===== src/rtl/oisc8_pkg.sv =====
// ---------------------------------------------------------------------------
// oisc8_pkg
// Shared definitions for the OISC8 communication-interface responders.
//   - com address map constants (0x00 means "no access")
//   - uart_state_t, the state encoding used by both UART FSMs
//   - bit positions inside the STATUS register
//   - eff_div(): clamps a programmed divisor to the smallest usable value
// ---------------------------------------------------------------------------
package oisc8_pkg;

  localparam logic [7:0] COM_NONE   = 8'h00;
  localparam logic [7:0] COM_TXDATA = 8'h01;
  localparam logic [7:0] COM_RXDATA = 8'h02;
  localparam logic [7:0] COM_STATUS = 8'h03;
  localparam logic [7:0] COM_CTRL   = 8'h04;
  localparam logic [7:0] COM_DIVLO  = 8'h05;
  localparam logic [7:0] COM_DIVHI  = 8'h06;

  typedef enum logic [1:0] {
    IDLE  = 2'd0,
    START = 2'd1,
    DATA  = 2'd2,
    STOP  = 2'd3
  } uart_state_t;

  localparam int STAT_RX_NEMPTY = 0;
  localparam int STAT_TX_FULL   = 1;
  localparam int STAT_TX_BUSY   = 2;
  localparam int STAT_TX_OVF    = 3;
  localparam int STAT_RX_OVF    = 4;
  localparam int STAT_RX_FERR   = 5;

  // A bit period shorter than two clocks leaves no room for a half-bit
  // sample point, so 0 and 1 behave like 2.
  function automatic logic [15:0] eff_div(input logic [15:0] div);
    if (div < 16'd2) begin
      return 16'd2;
    end
    return div;
  endfunction

endpackage


===== src/rtl/com_fifo.sv =====
// ---------------------------------------------------------------------------
// com_fifo
// Synchronous first-word-fall-through FIFO used for the UART TX and RX queues.
//   clk    in  system clock
//   rst    in  synchronous active-low reset (empties the FIFO)
//   push   in  write din this cycle (accepted when not full, or when full
//              and a pop happens in the same cycle)
//   pop    in  advance past the head entry (ignored when empty)
//   din    in  WIDTH-bit write data
//   dout   out head entry, valid while empty = 0
//   full   out DEPTH entries stored
//   empty  out no entries stored
// DEPTH must be a power of two (>= 2) so the pointers wrap naturally.
// ---------------------------------------------------------------------------
module com_fifo #(
  parameter int DEPTH = 8,
  parameter int WIDTH = 8
) (
  input  logic             clk,
  input  logic             rst,
  input  logic             push,
  input  logic             pop,
  input  logic [WIDTH-1:0] din,
  output logic [WIDTH-1:0] dout,
  output logic             full,
  output logic             empty
);

  localparam int AW = $clog2(DEPTH);
  localparam logic [AW:0] FULL_COUNT = (AW + 1)'(DEPTH);

  logic [WIDTH-1:0] mem [DEPTH];
  logic [AW-1:0]    wr_ptr;
  logic [AW-1:0]    rd_ptr;
  logic [AW:0]      count;
  logic             do_push;
  logic             do_pop;

  assign full  = (count == FULL_COUNT);
  assign empty = (count == '0);
  assign dout  = mem[rd_ptr];

  // A pop frees a slot in the same cycle, so a full FIFO still takes a push
  // when it is also being popped.
  assign do_pop  = pop && !empty;
  assign do_push = push && (!full || do_pop);

  always_ff @(posedge clk) begin
    if (do_push) begin
      mem[wr_ptr] <= din;
    end
  end

  always_ff @(posedge clk) begin
    if (!rst) begin
      wr_ptr <= '0;
      rd_ptr <= '0;
      count  <= '0;
    end else begin
      if (do_push) begin
        wr_ptr <= wr_ptr + 1'b1;
      end
      if (do_pop) begin
        rd_ptr <= rd_ptr + 1'b1;
      end
      case ({do_push, do_pop})
        2'b10:   count <= count + 1'b1;
        2'b01:   count <= count - 1'b1;
        default: count <= count;
      endcase
    end
  end

endmodule


===== src/rtl/oisc_com_uart.sv =====
// ---------------------------------------------------------------------------
// oisc_com_uart
// 8N1 UART responder on the OISC8 com interface. The CPU com block drives
// com_addr/com_wr; every cycle with a matching address is one access.
//   clk       in  system clock
//   rst       in  synchronous active-low reset
//   com_addr  in  register address, 0x00 when the initiator is idle
//   com_wr    in  write data for TXDATA/CTRL/DIVLO/DIVHI
//   com_rd    out read data (RXDATA, STATUS), combinational; 0 otherwise
//   uart_tx   out serial output, idle high
//   uart_rx   in  serial input, asynchronous to clk
// Register map: 0x01 TXDATA(W) 0x02 RXDATA(R, pops) 0x03 STATUS(R)
//               0x04 CTRL(W, bit0 clears flags) 0x05 DIVLO(W) 0x06 DIVHI(W)
// STATUS = {2'b0, rx_ferr, rx_ovf, tx_ovf, tx_busy, tx_full, rx_nempty}
// ---------------------------------------------------------------------------
module oisc_com_uart
  import oisc8_pkg::*;
#(
  parameter int          FIFO_DEPTH = 8,
  parameter logic [15:0] DIV_RESET  = 16'd434
) (
  input  logic       clk,
  input  logic       rst,
  input  logic [7:0] com_addr,
  input  logic [7:0] com_wr,
  output logic [7:0] com_rd,
  output logic       uart_tx,
  input  logic       uart_rx
);

  // Register decode
  logic wr_txdata;
  logic rd_rxdata;
  logic wr_ctrl_clr;

  assign wr_txdata   = (com_addr == COM_TXDATA);
  assign rd_rxdata   = (com_addr == COM_RXDATA);
  assign wr_ctrl_clr = (com_addr == COM_CTRL) && com_wr[0];

  // Bit-period divisor. Counters reload from div_last at every bit boundary,
  // so a new divisor only takes effect on the next reload.
  logic [15:0] div_reg;
  logic [15:0] div_eff;
  logic [15:0] div_last;
  logic [15:0] half_last;

  assign div_eff   = eff_div(div_reg);
  assign div_last  = div_eff - 16'd1;
  assign half_last = (div_eff >> 1) - 16'd1;

  always_ff @(posedge clk) begin
    if (!rst) begin
      div_reg <= DIV_RESET;
    end else if (com_addr == COM_DIVLO) begin
      div_reg[7:0] <= com_wr;
    end else if (com_addr == COM_DIVHI) begin
      div_reg[15:8] <= com_wr;
    end
  end

  // FIFOs
  logic       tx_pop;
  logic [7:0] tx_dout;
  logic       tx_full;
  logic       tx_empty;

  logic       rx_push;
  logic [7:0] rx_dout;
  logic       rx_full;
  logic       rx_empty;

  com_fifo #(.DEPTH(FIFO_DEPTH), .WIDTH(8)) u_tx_fifo (
    .clk   (clk),
    .rst   (rst),
    .push  (wr_txdata),
    .pop   (tx_pop),
    .din   (com_wr),
    .dout  (tx_dout),
    .full  (tx_full),
    .empty (tx_empty)
  );

  logic [7:0] rx_shift;

  com_fifo #(.DEPTH(FIFO_DEPTH), .WIDTH(8)) u_rx_fifo (
    .clk   (clk),
    .rst   (rst),
    .push  (rx_push),
    .pop   (rd_rxdata),
    .din   (rx_shift),
    .dout  (rx_dout),
    .full  (rx_full),
    .empty (rx_empty)
  );

  // TX serializer
  uart_state_t tx_state;
  logic [15:0] tx_cnt;
  logic [2:0]  tx_bit;
  logic [7:0]  tx_shift;
  logic        tx_busy;

  assign tx_pop  = (tx_state == IDLE) && !tx_empty;
  assign tx_busy = !tx_empty || (tx_state != IDLE);

  // uart_tx is registered; each state entry sets the level for the bit that
  // starts on that edge, and tx_cnt counts down the clocks of that bit.
  always_ff @(posedge clk) begin
    if (!rst) begin
      tx_state <= IDLE;
      tx_cnt   <= '0;
      tx_bit   <= '0;
      tx_shift <= '0;
      uart_tx  <= 1'b1;
    end else begin
      case (tx_state)
        IDLE: begin
          uart_tx <= 1'b1;
          if (!tx_empty) begin
            tx_shift <= tx_dout;
            tx_cnt   <= div_last;
            uart_tx  <= 1'b0;
            tx_state <= START;
          end
        end
        START: begin
          if (tx_cnt == 16'd0) begin
            tx_cnt   <= div_last;
            tx_bit   <= 3'd0;
            uart_tx  <= tx_shift[0];
            tx_shift <= {1'b0, tx_shift[7:1]};
            tx_state <= DATA;
          end else begin
            tx_cnt <= tx_cnt - 16'd1;
          end
        end
        DATA: begin
          if (tx_cnt == 16'd0) begin
            tx_cnt <= div_last;
            if (tx_bit == 3'd7) begin
              uart_tx  <= 1'b1;
              tx_state <= STOP;
            end else begin
              tx_bit   <= tx_bit + 3'd1;
              uart_tx  <= tx_shift[0];
              tx_shift <= {1'b0, tx_shift[7:1]};
            end
          end else begin
            tx_cnt <= tx_cnt - 16'd1;
          end
        end
        STOP: begin
          if (tx_cnt == 16'd0) begin
            tx_state <= IDLE;
          end else begin
            tx_cnt <= tx_cnt - 16'd1;
          end
        end
        default: begin
          tx_state <= IDLE;
          uart_tx  <= 1'b1;
        end
      endcase
    end
  end

  // RX synchronizer plus one extra stage for falling-edge detection.
  // All three reset high so a released reset never looks like a start bit.
  logic rx_s1;
  logic rx_s2;
  logic rx_prev;

  always_ff @(posedge clk) begin
    if (!rst) begin
      rx_s1   <= 1'b1;
      rx_s2   <= 1'b1;
      rx_prev <= 1'b1;
    end else begin
      rx_s1   <= uart_rx;
      rx_s2   <= rx_s1;
      rx_prev <= rx_s2;
    end
  end

  // RX deserializer
  uart_state_t rx_state;
  logic [15:0] rx_cnt;
  logic [2:0]  rx_bit;
  logic        rx_stop_done;
  logic        rx_ferr_set;

  assign rx_stop_done = (rx_state == STOP) && (rx_cnt == 16'd0);
  assign rx_push      = rx_stop_done && rx_s2;
  assign rx_ferr_set  = rx_stop_done && !rx_s2;

  // The first wait is half a bit so every later sample (spaced one full bit
  // apart) lands near the middle of its bit.
  always_ff @(posedge clk) begin
    if (!rst) begin
      rx_state <= IDLE;
      rx_cnt   <= '0;
      rx_bit   <= '0;
      rx_shift <= '0;
    end else begin
      case (rx_state)
        IDLE: begin
          if (rx_prev && !rx_s2) begin
            rx_cnt   <= half_last;
            rx_state <= START;
          end
        end
        START: begin
          if (rx_cnt == 16'd0) begin
            if (!rx_s2) begin
              rx_cnt   <= div_last;
              rx_bit   <= 3'd0;
              rx_state <= DATA;
            end else begin
              rx_state <= IDLE;
            end
          end else begin
            rx_cnt <= rx_cnt - 16'd1;
          end
        end
        DATA: begin
          if (rx_cnt == 16'd0) begin
            rx_shift <= {rx_s2, rx_shift[7:1]};
            rx_cnt   <= div_last;
            if (rx_bit == 3'd7) begin
              rx_state <= STOP;
            end else begin
              rx_bit <= rx_bit + 3'd1;
            end
          end else begin
            rx_cnt <= rx_cnt - 16'd1;
          end
        end
        STOP: begin
          if (rx_cnt == 16'd0) begin
            rx_state <= IDLE;
          end else begin
            rx_cnt <= rx_cnt - 16'd1;
          end
        end
        default: begin
          rx_state <= IDLE;
        end
      endcase
    end
  end

  // Sticky error flags. A set in the same cycle as a CTRL clear survives.
  logic tx_ovf;
  logic rx_ovf;
  logic rx_ferr;
  logic tx_ovf_set;
  logic rx_ovf_set;

  assign tx_ovf_set = wr_txdata && tx_full && !tx_pop;
  assign rx_ovf_set = rx_push && rx_full && !rd_rxdata;

  always_ff @(posedge clk) begin
    if (!rst) begin
      tx_ovf  <= 1'b0;
      rx_ovf  <= 1'b0;
      rx_ferr <= 1'b0;
    end else begin
      tx_ovf  <= tx_ovf_set  || (tx_ovf  && !wr_ctrl_clr);
      rx_ovf  <= rx_ovf_set  || (rx_ovf  && !wr_ctrl_clr);
      rx_ferr <= rx_ferr_set || (rx_ferr && !wr_ctrl_clr);
    end
  end

  // Read mux
  logic [7:0] status;

  always_comb begin
    status                 = 8'h00;
    status[STAT_RX_NEMPTY] = !rx_empty;
    status[STAT_TX_FULL]   = tx_full;
    status[STAT_TX_BUSY]   = tx_busy;
    status[STAT_TX_OVF]    = tx_ovf;
    status[STAT_RX_OVF]    = rx_ovf;
    status[STAT_RX_FERR]   = rx_ferr;
  end

  always_comb begin
    com_rd = 8'h00;
    if (rst) begin
      case (com_addr)
        COM_RXDATA: com_rd = rx_empty ? 8'h00 : rx_dout;
        COM_STATUS: com_rd = status;
        default:    com_rd = 8'h00;
      endcase
    end
  end

endmodule

===== config.mk =====
export PLATFORM = sky130hd
export DESIGN_NAME = oisc_com_uart
export DESIGN_NICKNAME = d
export VERILOG_FILES = /design/src/rtl/oisc8_pkg.sv /design/src/rtl/com_fifo.sv /design/src/rtl/oisc_com_uart.sv
export SDC_FILE = /design/constraint.sdc
export NUM_CORES = 1
export LEC_CHECK = 0
export ABC_CLOCK_PERIOD_IN_PS = 4500
export CORE_MARGIN = 4
export CORE_UTILIZATION = 55
export CTS_BUF_LIST = sky130_fd_sc_hd__clkbuf_2
export DETAILED_ROUTE_END_ITERATION = 10
export PLACE_DENSITY = 0.71
export REMOVE_ABC_BUFFERS = 1
export SKIP_LAST_GASP = 1
export SLEW_MARGIN = 20
export SYNTH_ARGS = -nofsm -noshare
export SYNTH_HDL_FRONTEND = slang
export SYNTH_HIERARCHICAL = 1
export SYNTH_SLANG_ARGS = --single-unit

===== constraint.sdc =====
create_clock -name clk -period 4.5 [get_ports clk]
set_clock_uncertainty 0.05 [all_clocks]
set_input_delay 0.9 -clock clk [delete_from_list [all_inputs] [get_ports clk]]
set_output_delay 0.9 -clock clk [all_outputs]
set_load 0.03 [all_outputs]

==> flow_summary.json <==
{
  "status": "complete, no violations",
  "tns_ns": 0,
  "cts.sinks": 235,
  "clockRootBuffer": "clkbuf_2",
  "min_path_type": "reg -> reg",
  "max-cap-violations": 0,
  "drt_iter0_drc": 595,
  "nFillCells": 1611,
  "hold_viol": 0,
  "wl_per_cell_um": 18.5,
  "switchingPower_mw": 1.64,
  "grt_pass1_vias": 7654,
  "area_growth_pct": 9.80,
  "dieArea_sq_um": 22700,
  "synth_top_area_share_pct": 34.4,
  "layout_setup_ws_ns": 0.144,
  "powerDensity_nw_per_um2": 399,
  "cp.arrival_ns": 3.41,
  "reg_top3": "u_rx_fifo/mem: 64 flops, u_tx_fifo/mem: 64 flops",
  "groute.usage.overall_pct": 22.6,
  "crit_fanout": 7,
  "slew-limit-headroom_pct": 25.2,
  "chipHeight_um": 151,
  "clk_pin_slew_ns": 0.10,
  "grt_max_degree": 51,
  "fin_crit_sh_pct": 96.8,
  "grt_antenna_before_repair": 1,
  "first_pass_iters": 5,
  "die_x_um": 151,
  "synth_cell_types": 67,
  "drcViolationCount": 0,
  "p_comb_share_pct": 23.1,
  "finalSetupViolations": 0,
  "grt_pass1_wl_um": 40300,
  "nNetsFinal": 1082,
  "synthCells": 974,
  "routed_wl_um": 25000,
  "required_ns": 3.55,
  "multi_input_area_sq_um": 4900,
  "syn_area_sq_um": 11200,
  "tritoncts": "yes",
  "setup.worst_path.start_class": "primary input",
  "seq_power_share_pct": 49.1,
  "antenna_left": 0,
  "avgSynthCellArea_sq_um": 11.5,
  "clk_latency_ns": 0.87,
  "initial_utilization_pct": 56.7,
  "viasPerCell": 5.83,
  "gp_congestion": 0.851,
  "pin_count": 28,
  "holdPathStages": 1,
  "detailed_place_hpwl_um": 16900,
  "synth_flop_cell": "edfxtp_1",
  "ys_seq_area_share_pct": 53.6,
  "synth_area_leaders": "edfxtp_1 34%, dfxtp_1 19%, mux4_2 6.5%",
  "grt_overflow": 0,
  "rsz0062_at_grt": "false",
  "power.leakage_nw": 4.37,
  "max-vdd-ir-drop_mv": 0.200,
  "cts_buffers": 58,
  "ys_ff_latch": 235,
  "p_sw_share_pct": 33.4,
  "synth_edf_count": 128,
  "ctsLongestPathBuffers": 3,
  "layout_min_cycle_time_ns": 4.36,
  "tightest_slew_ns": 1.12,
  "async_flop_share_pct": 0,
  "pwr-share-clk_pct": 27.8,
  "pre_cts_ws_ns": 0.165,
  "cts_resized": 0,
  "io_buffers": 27,
  "fp.coreArea_sq_um": 19700,
  "holdBufCountCts": 0,
  "yosys.area.top_type": "edfxtp_1",
  "post_cts_buffers": 0,
  "yosysWarnings": 6,
  "fp-row-count": 51,
  "fmax_mhz": 230,
  "worstSetupPathType": "in -> out",
  "worst_setup_path_end_kind": "output port",
  "regArea_sq_um": 5990,
  "htreeDepth": 2,
  "drive_gt1_share_pct": 18.1,
  "slew_viol_final": 0,
  "p_int_mw": 3.26,
  "vias": 7859,
  "reg2reg_depth": 14
}
## power groups by stage
stage / clock [mW] / combinational [mW] / sequential, mW
5_1_grt: 1.55 / 1.28 / 2.42
3_5_place_dp: 0 / 1.12 / 2.45
4_1_cts: 1.42 / 1.12 / 2.40
2_1_floorplan: 0 / 0.841 / 2.44
6_report: 1.36 / 1.13 / 2.40
3_3_place_gp: 0 / 1.10 / 2.45
## layout by cell type (no fill, tap or decap), types with 19 or more instances in the layout
master,count
a21oi_1,55
buf_4,36
clkbuf_2,84
dfxtp_1,106
edfxtp_1,128
ha_1,29
mux2i_1,34
mux4_2,32
nand2_1,74
nand2b_1,19
nand3_1,24
nor2_1,89
nor3_1,31
o21ai_0,36
xnor2_1,36
## routing by layer
metal / GRT usage, % / part of all wire [%]
met1: 30.5 / 44
met4: 6.04 / 1.9
met3: 4.00 / 5.4
met2: 37.8 / 49
met5: 0 / 0
## through the flow
step | utilization, % | cell area (sq um) | std cells | power [mW] | hold slack (ns)
CTS | 62.2 | 12300 | 1347 | 4.94 | 0.378
finish | 62.2 | 12300 | 1348 | 4.90 | 0.374
detailed placement | 59.5 | 11700 | 1239 | 3.57 | 0.346
floorplan | - | 10900 | 919 | 3.28 | 0.336
global route | 62.2 | 12300 | 1348 | 5.24 | 0.391
global placement | 59.5 | 11700 | 1239 | 3.55 | 0.339
## worst max-delay path, stage by stage
cell	delay, ns
clkdlybuf4s50_1	0.39
or4_1	0.54
nor2_1	0.14
nand2_1	0.09
or3_1	0.38
nor2_1	0.40
a22oi_1	0.16
nor2_1	0.20
buf_4	0.20
## kinds of logic (layout without fill, tap and decap cells)
group                    after synthesis  after routing  synth area share (%)
multiplexers                          82             82                  11.1
XOR/XNOR                              50             50                  3.92
buffers and inverters                 74            182                  2.71
flip-flops                           235            235                  53.6
adder cells (fa/ha/maj)               29             29                  3.25
AND/OR/NAND/NOR                      326            326                  14.9
other                                  0              1                     0
AO/OA/AOI/OAI                        178            178                  10.6
## synth_stat cells, types with 9 or more instances
cell,count
a211oi_1,11
a21oi_1,55
a22oi_1,12
and2_1,14
clkbuf_1,41
dfxtp_1,107
edfxtp_1,128
ha_1,29
inv_1,19
mux2_2,16
mux2i_1,34
mux4_2,32
nand2_1,74
nand2b_1,19
nand3_1,24
nor2_1,89
nor2b_1,10
nor3_1,31
nor4_1,10
o21ai_0,36
or3_1,9
xnor2_1,36
xor2_1,14
## final cells by class
type | instances | share of cell area [%]
clock buffer | 84 | 3.43
timing repair buffer | 55 | 3.71
clock inverter | 24 | 0.836
multi-input combinational | 665 | 39.9
inverter | 19 | 0.581
tap | 265 | 2.70
antenna | 1 | 0.0204
sequential | 235 | 48.8
## path summary, 6_finish.rpt
check | slack (ns) | end | from
worst max-delay path | 0.14 | com_rd[1] | com_addr[5]
worst min-delay path | 0.37 | rx_s2 | rx_s1
worst max register to register | 0.82 | u_rx_fifo/count[2] | rx_cnt[0]
worst min register to register | 0.37 | rx_s2 | rx_s1
No activity file was read; power rests on OpenSTA's default activity.
